**src/rtl/hermes_tx_if.sv**
```systemverilog
// Flit stream bundle: source-side valid/ready handshake plus the
// Hermes-side tx/credit link. The transmitter uses the slave view.
interface hermes_tx_if #(
   parameter int HERMES_FLIT_SIZE = 32
);
   logic                        src_valid_i;
   logic                        src_ready_o;
   logic [HERMES_FLIT_SIZE-1:0] src_data_i;
   logic                        noc_tx_o;
   logic                        noc_credit_i;
   logic [HERMES_FLIT_SIZE-1:0] noc_data_o;

   // Transmitter side
   modport slave (
      input  src_valid_i,
      input  src_data_i,
      input  noc_credit_i,
      output src_ready_o,
      output noc_tx_o,
      output noc_data_o
   );

   // Source / receiver side (bench or surrounding logic)
   modport master (
      output src_valid_i,
      output src_data_i,
      output noc_credit_i,
      input  src_ready_o,
      input  noc_tx_o,
      input  noc_data_o
   );
endinterface

```
**src/rtl/hermes_tx.sv**
```systemverilog
// Hermes NoC transmitter: first-word-fall-through staging FIFO feeding a
// credit-based link, with a packet tracker (header, size, payload) that
// pulses pkt_sent_o and counts packets once the last flit has left.
module hermes_tx #(
   parameter int HERMES_FLIT_SIZE = 32,
   parameter int BUFFER_SIZE      = 8
) (
   input  logic         clk_i,
   input  logic         rst_ni,
   hermes_tx_if.slave   bus,
   output logic         busy_o,
   output logic         pkt_sent_o,
   output logic [31:0]  sent_count_o
);
   localparam int AW = $clog2(BUFFER_SIZE);
   localparam logic [AW:0] PTR_ONE = {{AW{1'b0}}, 1'b1};

   typedef enum logic [1:0] {HEADER, SIZE, PAYLOAD} state_t;

   logic [HERMES_FLIT_SIZE-1:0] mem [BUFFER_SIZE];

   logic [AW:0] wr_ptr_reg, wr_ptr_next;
   logic [AW:0] rd_ptr_reg, rd_ptr_next;
   state_t      state_reg, state_next;
   logic [31:0] remaining_reg, remaining_next;
   logic [31:0] sent_count_reg;
   logic        pkt_sent_reg;
   logic        busy_reg, busy_next;
   logic        pkt_done;
   logic        full, empty, push, pop;
   logic [31:0] size_val;

   // Extra pointer bit tells full (same index, different lap) from empty.
   assign empty = (wr_ptr_reg == rd_ptr_reg);
   assign full  = (wr_ptr_reg[AW] != rd_ptr_reg[AW]) &&
                  (wr_ptr_reg[AW-1:0] == rd_ptr_reg[AW-1:0]);

   // No write-through when full, no bypass when empty.
   assign push = bus.src_valid_i && !full;
   assign pop  = bus.noc_credit_i && !empty;

   assign bus.src_ready_o = !full;
   assign bus.noc_tx_o    = !empty;
   assign bus.noc_data_o  = mem[rd_ptr_reg[AW-1:0]];

   assign wr_ptr_next = push ? wr_ptr_reg + PTR_ONE : wr_ptr_reg;
   assign rd_ptr_next = pop  ? rd_ptr_reg + PTR_ONE : rd_ptr_reg;

   // Size flit is read as a 32-bit length: truncate wide flits, zero-extend narrow ones.
   generate
      if (HERMES_FLIT_SIZE >= 32) begin : g_size_trunc
         assign size_val = bus.noc_data_o[31:0];
      end else begin : g_size_zext
         assign size_val = {{(32-HERMES_FLIT_SIZE){1'b0}}, bus.noc_data_o};
      end
   endgenerate

   // FIFO storage write; contents are don't-care after reset.
   always_ff @(posedge clk_i) begin
      if (push) begin
         mem[wr_ptr_reg[AW-1:0]] <= bus.src_data_i;
      end
   end

   // Packet tracker next state: advances only on link transfers.
   always_comb begin
      state_next     = state_reg;
      remaining_next = remaining_reg;
      pkt_done       = 1'b0;
      case (state_reg)
         HEADER: begin
            if (pop) begin
               state_next = SIZE;
            end
         end
         SIZE: begin
            if (pop) begin
               remaining_next = size_val;
               if (size_val == 32'd0) begin
                  state_next = HEADER;
                  pkt_done   = 1'b1;
               end else begin
                  state_next = PAYLOAD;
               end
            end
         end
         PAYLOAD: begin
            if (pop) begin
               remaining_next = remaining_reg - 32'd1;
               if (remaining_reg == 32'd1) begin
                  state_next = HEADER;
                  pkt_done   = 1'b1;
               end
            end
         end
         default: state_next = HEADER;
      endcase
      busy_next = (state_next != HEADER) || (wr_ptr_next != rd_ptr_next);
   end

   // Pointers, tracker state and registered status outputs.
   always_ff @(posedge clk_i or negedge rst_ni) begin
      if (!rst_ni) begin
         wr_ptr_reg     <= '0;
         rd_ptr_reg     <= '0;
         state_reg      <= HEADER;
         remaining_reg  <= '0;
         pkt_sent_reg   <= 1'b0;
         busy_reg       <= 1'b0;
         sent_count_reg <= '0;
      end else begin
         wr_ptr_reg    <= wr_ptr_next;
         rd_ptr_reg    <= rd_ptr_next;
         state_reg     <= state_next;
         remaining_reg <= remaining_next;
         pkt_sent_reg  <= pkt_done;
         busy_reg      <= busy_next;
         if (pkt_done) begin
            sent_count_reg <= sent_count_reg + 32'd1;
         end
      end
   end

   assign pkt_sent_o   = pkt_sent_reg;
   assign busy_o       = busy_reg;
   assign sent_count_o = sent_count_reg;
endmodule

```
**src/flat_wrapper.sv**
```systemverilog
// flat-port wrapper written by rule: the top's interface ports become plain ports
module hermes_tx_flat 
#(
   parameter int HERMES_FLIT_SIZE = 32,
   parameter int BUFFER_SIZE      = 8
)
  (clk_i, rst_ni, busy_o, pkt_sent_o, sent_count_o, bus_src_valid_i, bus_src_data_i, bus_noc_credit_i, bus_src_ready_o, bus_noc_tx_o, bus_noc_data_o);
  hermes_tx_if #(.HERMES_FLIT_SIZE(HERMES_FLIT_SIZE)) bus_i ();
  input  logic clk_i;
  input  logic rst_ni;
  output logic busy_o;
  output logic pkt_sent_o;
  output logic [31:0] sent_count_o;
  input wire logic [$bits(bus_i.src_valid_i)-1:0] bus_src_valid_i;
  input wire logic [$bits(bus_i.src_data_i)-1:0] bus_src_data_i;
  input wire logic [$bits(bus_i.noc_credit_i)-1:0] bus_noc_credit_i;
  output wire logic [$bits(bus_i.src_ready_o)-1:0] bus_src_ready_o;
  output wire logic [$bits(bus_i.noc_tx_o)-1:0] bus_noc_tx_o;
  output wire logic [$bits(bus_i.noc_data_o)-1:0] bus_noc_data_o;
  assign bus_i.src_valid_i = bus_src_valid_i;
  assign bus_i.src_data_i = bus_src_data_i;
  assign bus_i.noc_credit_i = bus_noc_credit_i;
  assign bus_src_ready_o = bus_i.src_ready_o;
  assign bus_noc_tx_o = bus_i.noc_tx_o;
  assign bus_noc_data_o = bus_i.noc_data_o;
  hermes_tx #(.HERMES_FLIT_SIZE(HERMES_FLIT_SIZE), .BUFFER_SIZE(BUFFER_SIZE)) u_core (.clk_i(clk_i), .rst_ni(rst_ni), .bus(bus_i), .busy_o(busy_o), .pkt_sent_o(pkt_sent_o), .sent_count_o(sent_count_o));
endmodule
```
**config.mk**
```make
export PLATFORM = sky130hd
export DESIGN_NAME = hermes_tx_flat
export DESIGN_NICKNAME = d
export VERILOG_FILES = /design/src/rtl/hermes_tx_if.sv /design/src/rtl/hermes_tx.sv /design/src/flat_wrapper.sv
export SDC_FILE = /design/constraint.sdc
export NUM_CORES = 1
export LEC_CHECK = 0
export ABC_AREA = 0
export CAP_MARGIN = 15
export CORE_MARGIN = 5
export CORE_UTILIZATION = 53
export CTS_CLUSTER_SIZE = 8
export DETAILED_ROUTE_END_ITERATION = 7
export GPL_TIMING_DRIVEN = 0
export PLACE_DENSITY = 0.76
export SLEW_MARGIN = 25
export SYNTH_ARGS = -nofsm -noshare
export SYNTH_HDL_FRONTEND = slang
export SYNTH_SLANG_ARGS = --single-unit
```
**constraint.sdc**
```tcl
create_clock -name clk_i -period 6.1 [get_ports clk_i]
set_input_delay 0.61 -clock clk_i [delete_from_list [all_inputs] [get_ports clk_i]]
set_output_delay 0.61 -clock clk_i [all_outputs]
set_load 0.1 [all_outputs]
```
==> results of run 1 <==
power breakdown:
group | internal [uW] | leakage (uW) | total [uW] | switching (uW)
clock network | 1450 | 0.000639 | 2360 | 913
registers | 2900 | 0.00328 | 3150 | 254
logic | 1550 | 0.00231 | 5100 | 3550
path summary, 6_finish.rpt:
path,end,slack [ps],cells past startpoint,startpoint
hold / removal,u_core.remaining_reg[28]$_DFFE_PN0P_,60,1,rst_ni
setup / recovery,bus_noc_data_o[15],330,10,u_core.rd_ptr_reg[0]$_DFF_PN0_
hold reg to reg,u_core.sent_count_o[31]$_DFFE_PN0P_,470,1,u_core.sent_count_o[31]$_DFFE_PN0P_
setup reg to reg,u_core.mem[0][9]$_DFFE_PP_,1650,11,u_core.rd_ptr_reg[1]$_DFF_PN0_
min in group clk_i,u_core.sent_count_o[31]$_DFFE_PN0P_,470,1,u_core.sent_count_o[31]$_DFFE_PN0P_
max in group asynchronous,u_core.sent_count_o[20]$_DFFE_PN0P_,5450,2,rst_ni
cells by family (layout without fill, tap and decap cells):
family	Yosys count	after routing	share of synthesized area, %
AOI/OAI and AO/OA	137	137	5.888
xor gates and xnor gates	49	49	2.914
adders and majority gates	9	9	0.7647
buffers and inverters	69	270	2.099
DFF	332	332	65.11
muxes	95	95	12.27
and+or+nand+nor	286	286	10.95
layout by cell type, fill, tap and decap left out, types with 7 or more instances in the layout:
master,count
sky130_fd_sc_hd__a21oi_1,43
sky130_fd_sc_hd__and2_1,7
sky130_fd_sc_hd__and3_1,7
sky130_fd_sc_hd__buf_2,24
sky130_fd_sc_hd__buf_4,24
sky130_fd_sc_hd__buf_6,7
sky130_fd_sc_hd__clkbuf_1,35
sky130_fd_sc_hd__clkbuf_16,48
sky130_fd_sc_hd__clkdlybuf4s50_1,100
sky130_fd_sc_hd__dfrtp_1,76
sky130_fd_sc_hd__edfxtp_1,256
sky130_fd_sc_hd__ha_1,9
sky130_fd_sc_hd__inv_1,17
sky130_fd_sc_hd__mux2_2,28
sky130_fd_sc_hd__mux4_2,63
sky130_fd_sc_hd__nand2_1,56
sky130_fd_sc_hd__nand2b_1,16
sky130_fd_sc_hd__nand3_1,21
sky130_fd_sc_hd__nand4_1,9
sky130_fd_sc_hd__nor2_1,51
sky130_fd_sc_hd__nor3_1,33
sky130_fd_sc_hd__nor3_2,7
sky130_fd_sc_hd__nor4_1,21
sky130_fd_sc_hd__o21ai_0,38
sky130_fd_sc_hd__o22ai_1,17
sky130_fd_sc_hd__or4_1,18
sky130_fd_sc_hd__xnor2_1,19
sky130_fd_sc_hd__xor2_1,30
worst max-delay path, cell delays in order, from the launching register on:
cell and delay, ps:
sky130_fd_sc_hd__dfrtp_1 380, sky130_fd_sc_hd__buf_6 200, sky130_fd_sc_hd__buf_6 200, sky130_fd_sc_hd__buf_4 250, sky130_fd_sc_hd__buf_2 290, sky130_fd_sc_hd__buf_2 360
sky130_fd_sc_hd__buf_2 490, sky130_fd_sc_hd__buf_2 460, sky130_fd_sc_hd__mux4_2 600, sky130_fd_sc_hd__mux2_2 340, sky130_fd_sc_hd__clkdlybuf4s50_1 980
layer usage:
layer  track usage [%]  vias up
met5                 0        -
met4             8.317        0
met3             7.584      105
met2             41.24      530
met1             31.65     4835
li1                  -     4210
timing repair:
item | CTS | global route
gates resized for setup | 3 | 0
endpoints found under the setup margin | 8 | 0
endpoints found under the hold margin | 0 | 0
Yosys cell counts, types with 9 or more instances:
library cell               count  area, um^2
sky130_fd_sc_hd__o21ai_0      38       190.2
sky130_fd_sc_hd__clkbuf_1     26       97.59
sky130_fd_sc_hd__mux2_2       28       315.3
sky130_fd_sc_hd__edfxtp_1    256        7687
sky130_fd_sc_hd__nor3_1       36       180.2
sky130_fd_sc_hd__nand2b_1     16       100.1
sky130_fd_sc_hd__nand2_1      56       210.2
sky130_fd_sc_hd__nor4_1       22       137.6
sky130_fd_sc_hd__nand3_1      21       105.1
sky130_fd_sc_hd__or4_1        18       135.1
sky130_fd_sc_hd__dfrtp_1      76        1902
sky130_fd_sc_hd__inv_1        18       67.56
sky130_fd_sc_hd__o22ai_1      17       106.4
sky130_fd_sc_hd__mux4_2       63        1419
sky130_fd_sc_hd__xor2_1       30       262.8
sky130_fd_sc_hd__xnor2_1      19       166.4
sky130_fd_sc_hd__nor2_1       51       191.4
sky130_fd_sc_hd__a21oi_1      43       215.2
sky130_fd_sc_hd__ha_1          9       112.6
sky130_fd_sc_hd__nand4_1       9       56.30
sky130_fd_sc_hd__buf_2        13       65.06
through the flow:
stage                     TNS, ps  instance area [um^2]  worst slack, ps  util (%)  hold slack, ps
after floorplan                 0                 14730            449.4         -           314.4
after global placement    -478850                 16230            -3892     58.74           462.5
after detailed placement        0                 16570            497.2     59.96           469.8
after CTS                       0                 17880            339.1     64.72           69.85
after global routing            0                 17880            154.2     64.72           96.33
final                           0                 17880            329.3     64.72           59.46
cell type report:
class                           instances  area, um^2
Sequential cell                       332        9589
Fill cell                            1938        9748
Multi-Input combinational cell        576        4866
Clock buffer                           58        1239
Tap cell                              378       473.0
Buffer                                 50       239.0
Timing Repair Buffer                  141        1328
Clock inverter                          3       80.08
Inverter                               18       67.56
==> impl_metrics.prom, run 1 <==
# TYPE chip_impl_metric gauge
chip_impl_metric{name="wl_per_cell",unit="um"} 24.92
chip_impl_metric{name="cts_hold_repair.buffers",unit=""} 0
chip_impl_metric{name="route.layer.met1.wl",unit="um"} 14460
chip_impl_info{name="outcome",value="complete, no violations"} 1
chip_impl_info{name="cell_at_the_root_of_the_clock_tree",value="sky130_fd_sc_hd__clkbuf_16"} 1
chip_impl_metric{name="remaining_drc_errors",unit=""} 0
chip_impl_metric{name="tritoncts_num_sinks",unit=""} 332
chip_impl_metric{name="post_synthesis_net_count",unit=""} 1022
chip_impl_metric{name="finalNonFillerCells",unit=""} 1556
chip_impl_metric{name="die_area",unit="um^2"} 31220
chip_impl_metric{name="setup_viol",unit=""} 0
chip_impl_metric{name="globalRouteOverflowTotal",unit=""} 0
chip_impl_metric{name="first_global_vias",unit=""} 9977
chip_impl_metric{name="area_growth_syn_to_layout",unit="%"} 21.42
chip_impl_metric{name="coreArea",unit="um^2"} 27630
chip_impl_metric{name="grt_antenna_before_repair",unit=""} 0
chip_impl_metric{name="inst_count_dp",unit=""} 1496
chip_impl_metric{name="critical_path.max_fanout",unit=""} 10
chip_impl_metric{name="post-cts-setup-buffers",unit=""} 0
chip_impl_info{name="tritoncts",value="yes"} 1
chip_impl_info{name="setup.worst_path.class",value="flop to output port"} 1
chip_impl_metric{name="drt-pass1-iter-count",unit=""} 5
chip_impl_metric{name="design.portCount",unit=""} 104
chip_impl_metric{name="fin_nets",unit=""} 1211
chip_impl_metric{name="routed_wirelength",unit="um"} 38780
chip_impl_metric{name="yosysUniqueCellTypes",unit=""} 64
chip_impl_metric{name="power",unit="uW"} 10610
chip_impl_info{name="start_kind",value="flop"} 1
chip_impl_metric{name="synth.yosys.seq_area_share",unit="%"} 65.11
chip_impl_metric{name="critical_path_required",unit="ps"} 5490
chip_impl_metric{name="met2_wirelength",unit="um"} 18920
chip_impl_metric{name="post_synthesis_instance_total",unit=""} 977
chip_impl_metric{name="htreeDepth",unit=""} 2
chip_impl_info{name="worst_hold_class",value="input port to asynchronous set/reset pin"} 1
chip_impl_metric{name="grt_use_total",unit="%"} 24.90
chip_impl_metric{name="rows",unit=""} 61
chip_impl_metric{name="slew_margin_rel",unit="%"} 32.49
chip_impl_metric{name="asyncSetResetFlopFracSynth",unit="%"} 22.89
chip_impl_metric{name="cap_violations",unit=""} 0
chip_impl_metric{name="post_drt_via_cell_ratio",unit=""} 6.221
chip_impl_metric{name="max_freq",unit="MHz"} 173.3
chip_impl_metric{name="finalMaxSlewViolations",unit=""} 0
chip_impl_metric{name="timing.final.crit_period",unit="ps"} 5771
chip_impl_metric{name="p_leak",unit="uW"} 0.006226
chip_impl_metric{name="synth-seq-cells",unit=""} 332
chip_impl_metric{name="final_hold_viol_count",unit=""} 0
chip_impl_metric{name="buffer_ports.inserted",unit=""} 103
chip_impl_info{name="crit_path_end_kind",value="output port"} 1
chip_impl_metric{name="detailedPlacementHpwl",unit="um"} 27380
chip_impl_metric{name="largest_reg_flops",unit=""} 256
chip_impl_metric{name="gpl.final_weighted_congestion",unit=""} 0.9569
chip_impl_metric{name="crit_arrival",unit="ps"} 5160
chip_impl_metric{name="die_x",unit="um"} 176.7
chip_impl_metric{name="synthesis.area_per_instance",unit="um^2"} 15.07
chip_impl_metric{name="cts_max_path_buffers",unit=""} 3
chip_impl_metric{name="final_cycle_utilization_of_the_critical_path",unit="%"} 94.60
chip_impl_metric{name="number_of_enable_flip_flop_cells_after_synthesis",unit=""} 256
chip_impl_metric{name="drt_iter0_drc",unit=""} 975
chip_impl_metric{name="fp.dieH",unit="um"} 176.7
chip_impl_metric{name="cts.reportedPaths.clkPinSlew",unit="ps"} 50
chip_impl_metric{name="tritoncts.num_buffers",unit=""} 47
chip_impl_metric{name="global_route_wire_length_before_repair",unit="um"} 58640
chip_impl_metric{name="syn-cell-area",unit="um^2"} 14730
chip_impl_info{name="routed.top_layer",value="met4"} 1
chip_impl_metric{name="synth-warning-count",unit=""} 0
chip_impl_metric{name="grt_max_degree",unit=""} 43
chip_impl_metric{name="clock_skew",unit="ps"} 16.05
chip_impl_metric{name="clock_insertion_delay_worst_skew",unit="ps"} 560
chip_impl_metric{name="drive_gt1_share",unit="%"} 19.44
chip_impl_metric{name="routed-wl-met3",unit="um"} 4066
chip_impl_metric{name="powerDensity",unit="nW/um^2"} 593.3
chip_impl_metric{name="initial_utilization",unit="%"} 53.30
chip_impl_metric{name="ant_nets",unit=""} 0
chip_impl_metric{name="detailroute.via_count",unit=""} 9680
chip_impl_metric{name="n_antenna_cell",unit=""} 0
chip_impl_metric{name="tightest_pin_transition",unit="ps"} 1009
chip_impl_info{name="grt_setup_unrepaired",value="no"} 1
chip_impl_metric{name="irDropWorstVdd",unit="uV"} 387.0
chip_impl_info{name="ys.flop_type",value="sky130_fd_sc_hd__edfxtp_1"} 1
No activity file was read; power rests on OpenSTA's default activity.
==> inputs of run 2 (changes only) <==
--- a/config.mk
+++ b/config.mk
@@ -11,6 +11,7 @@
 export CORE_UTILIZATION = 53
 export CTS_CLUSTER_SIZE = 8
 export DETAILED_ROUTE_END_ITERATION = 7
+export GPL_ROUTABILITY_DRIVEN = 0
 export GPL_TIMING_DRIVEN = 0
 export PLACE_DENSITY = 0.76
 export SLEW_MARGIN = 25
==> run 2 against run 1 <==
Sequential power barely moved. Critical endpoint is now bus_noc_data_o[1]. Worst setup slack better by 140 ps. First-iteration DRC count up 29%.
==> impl_metrics.prom, run 2 (synthesized netlist as in run 1, its figures left out) <==
# TYPE chip_impl_metric gauge
chip_impl_info{name="outcome",value="complete, no violations"} 1
chip_impl_metric{name="pwr-share-seq",unit="%"} 29.7
chip_impl_metric{name="clock_insertion_delay_worst_skew",unit="ps"} 550
chip_impl_metric{name="largest_reg_flops",unit=""} 256
chip_impl_info{name="crit-reg2reg-launch",value="u_core.rd_ptr_reg[1]$_DFF_PN0_"} 1
chip_impl_metric{name="power_switching",unit="uW"} 4687
chip_impl_metric{name="die_x",unit="um"} 176.7
chip_impl_metric{name="final_core_util",unit="%"} 64.73
chip_impl_metric{name="wl_per_cell",unit="um"} 24.67
chip_impl_metric{name="cap_violations",unit=""} 0
chip_impl_info{name="worst_r2r_endpoint",value="u_core.mem[4][25]$_DFFE_PP_"} 1
chip_impl_metric{name="p_sw_share",unit="%"} 44.16
chip_impl_metric{name="power.internal",unit="uW"} 5926
chip_impl_metric{name="worst_r2r_path_depth",unit=""} 13
chip_impl_metric{name="finalMaxSlewViolations",unit=""} 0
chip_impl_metric{name="final_hold_viol_count",unit=""} 0
chip_impl_metric{name="detailedPlacementHpwl",unit="um"} 27130
chip_impl_metric{name="p_leak",unit="uW"} 0.006223
chip_impl_metric{name="drt-pass1-iter-count",unit=""} 6
chip_impl_info{name="crit_path_end_kind",value="output port"} 1
chip_impl_metric{name="die_area",unit="um^2"} 31220
chip_impl_metric{name="pwr-share-clk",unit="%"} 22.4
chip_impl_metric{name="area_growth_syn_to_layout",unit="%"} 21.44
chip_impl_metric{name="detailroute.via_count",unit=""} 9757
chip_impl_metric{name="fin_worst_hold_slack",unit="ps"} 8.094
chip_impl_info{name="startpoint",value="u_core.rd_ptr_reg[1]$_DFF_PN0_"} 1
chip_impl_metric{name="grt_use_total",unit="%"} 24.83
chip_impl_metric{name="fin_nets",unit=""} 1211
chip_impl_metric{name="drt_iter0_drc",unit=""} 1261
chip_impl_metric{name="design_area",unit="um^2"} 17880
chip_impl_metric{name="powerDensity",unit="nW/um^2"} 593.4
chip_impl_metric{name="cts_max_path_buffers",unit=""} 3
chip_impl_metric{name="tightest_pin_transition",unit="ps"} 1009
chip_impl_metric{name="final_cycle_utilization_of_the_critical_path",unit="%"} 92.31
chip_impl_metric{name="htreeDepth",unit=""} 2
chip_impl_metric{name="fp.dieH",unit="um"} 176.7
chip_impl_metric{name="irDropWorstVdd",unit="uV"} 373.8
chip_impl_metric{name="crit_arrival",unit="ps"} 5020
chip_impl_metric{name="postPlaceCellArea",unit="um^2"} 16570
chip_impl_info{name="setup.worst_path.class",value="flop to output port"} 1
chip_impl_metric{name="tritoncts.num_buffers",unit=""} 47
chip_impl_metric{name="globalRouteOverflowTotal",unit=""} 0
chip_impl_metric{name="design.portCount",unit=""} 104
chip_impl_metric{name="cts.reportedPaths.clkPinSlew",unit="ps"} 50
chip_impl_metric{name="ant_nets",unit=""} 0
chip_impl_metric{name="routed_wirelength",unit="um"} 38430
chip_impl_metric{name="critical_path.max_fanout",unit=""} 19
chip_impl_metric{name="n_antenna_cell",unit=""} 0
chip_impl_metric{name="grt_max_degree",unit=""} 48
chip_impl_metric{name="postCtsResizedCells",unit=""} 0
chip_impl_info{name="tritoncts",value="yes"} 1
chip_impl_info{name="most_frequent_cells_in_the_layout",value="256 x sky130_fd_sc_hd__edfxtp_1, 102 x sky130_fd_sc_hd__clkdlybuf4s50_1, 76 x sky130_fd_sc_hd__dfrtp_1"} 1
chip_impl_metric{name="timing.reg2reg.setup_slack",unit="ps"} 1290
chip_impl_metric{name="rows",unit=""} 61
chip_impl_metric{name="power.share.combinational",unit="%"} 47.9
chip_impl_info{name="start_kind",value="flop"} 1
chip_impl_metric{name="max_freq",unit="MHz"} 177.6
chip_impl_metric{name="slew_margin_rel",unit="%"} 32.51
chip_impl_metric{name="n_fill_cell",unit=""} 1928
chip_impl_metric{name="clock_skew",unit="ps"} 24.78
chip_impl_info{name="worst_hold_class",value="input port to asynchronous set/reset pin"} 1
chip_impl_metric{name="critical_path_required",unit="ps"} 5490
chip_impl_metric{name="global_route_wire_length_before_repair",unit="um"} 58930
chip_impl_metric{name="first_global_vias",unit=""} 10010
chip_impl_metric{name="initial_utilization",unit="%"} 53.30
chip_impl_metric{name="buffer_ports.inserted",unit=""} 103
chip_impl_metric{name="grt_antenna_before_repair",unit=""} 0
chip_impl_metric{name="timing.final.crit_period",unit="ps"} 5631
chip_impl_metric{name="tritoncts_num_sinks",unit=""} 332
chip_impl_info{name="cell_at_the_root_of_the_clock_tree",value="sky130_fd_sc_hd__clkbuf_16"} 1
chip_impl_info{name="layout_commonest_cell",value="sky130_fd_sc_hd__edfxtp_1"} 1
chip_impl_metric{name="coreArea",unit="um^2"} 27630
chip_impl_metric{name="setup_viol",unit=""} 0
chip_impl_metric{name="post-cts-setup-buffers",unit=""} 0
chip_impl_info{name="grt_setup_unrepaired",value="no"} 1
chip_impl_metric{name="drive_gt1_share",unit="%"} 19.32
chip_impl_metric{name="post_drt_via_cell_ratio",unit=""} 6.263
chip_impl_metric{name="remaining_drc_errors",unit=""} 0
chip_impl_metric{name="cts_hold_repair.buffers",unit=""} 0
-- run 2: worst max path at each step --
stage	endpoint	slack, ps	cells after the start
finish	bus_noc_data_o[1]	470	8
global route	bus_noc_data_o[1]	240	10
CTS	bus_noc_data_o[1]	430	10
detailed placement	bus_noc_data_o[1]	560	9
global placement	u_core.mem[4][2]$_DFFE_PP_	-3790	7
floorplan	u_core.mem[4][0]$_DFFE_PP_	450	9
-- run 2: cell type report --
class | count | area [um^2] | area share, %
clock inverters | 2 | 50.05 | 0.2798
multi-input cells | 576 | 4866 | 27.21
inverters | 18 | 67.56 | 0.3778
well taps | 378 | 473.0 | 2.644
clock buffers | 61 | 1271 | 7.108
plain buffers | 50 | 237.7 | 1.329
flip-flops and latches | 332 | 9589 | 53.62
repair buffers | 141 | 1330 | 7.437
-- run 2: metrics by stage --
step	TNS, ps	setup WS, ps	total power (uW)	cells
floorplan	0	449.4	6738	977
global placement	-441810	-3792	8076	1458
detailed placement	0	564.7	8218	1496
CTS	0	431.6	10610	1558
global route	0	235.6	11010	1558
finish	0	469.2	10610	1558
-- run 2: per-layer routing --
layer	global-route usage, %	vias up	share of wire (%)
li1	-	4204	-
met1	33.47	4904	38
met2	40.35	559	48
met3	5.683	90	10
met4	8.543	0	3.1
met5	0	-	0
-- run 2: power by group through the flow --
| stage | logic, uW | registers (uW) | clock network [uW] |
|---|---|---|---|
| floorplan | 3540 | 3200 | 0 |
| global placement | 4880 | 3200 | 0 |
| detailed placement | 5050 | 3170 | 0 |
| CTS | 5070 | 3140 | 2400 |
| global route | 5320 | 3180 | 2500 |
| finish | 5090 | 3150 | 2380 |
-- run 2: critical path: stages (launching register included) --
cell	delay (ps)
sky130_fd_sc_hd__dfrtp_1	350
sky130_fd_sc_hd__clkbuf_1	430
sky130_fd_sc_hd__buf_2	380
sky130_fd_sc_hd__buf_2	340
sky130_fd_sc_hd__buf_2	520
sky130_fd_sc_hd__clkbuf_1	700
sky130_fd_sc_hd__mux4_2	430
sky130_fd_sc_hd__mux2_2	340
sky130_fd_sc_hd__clkdlybuf4s50_1	990
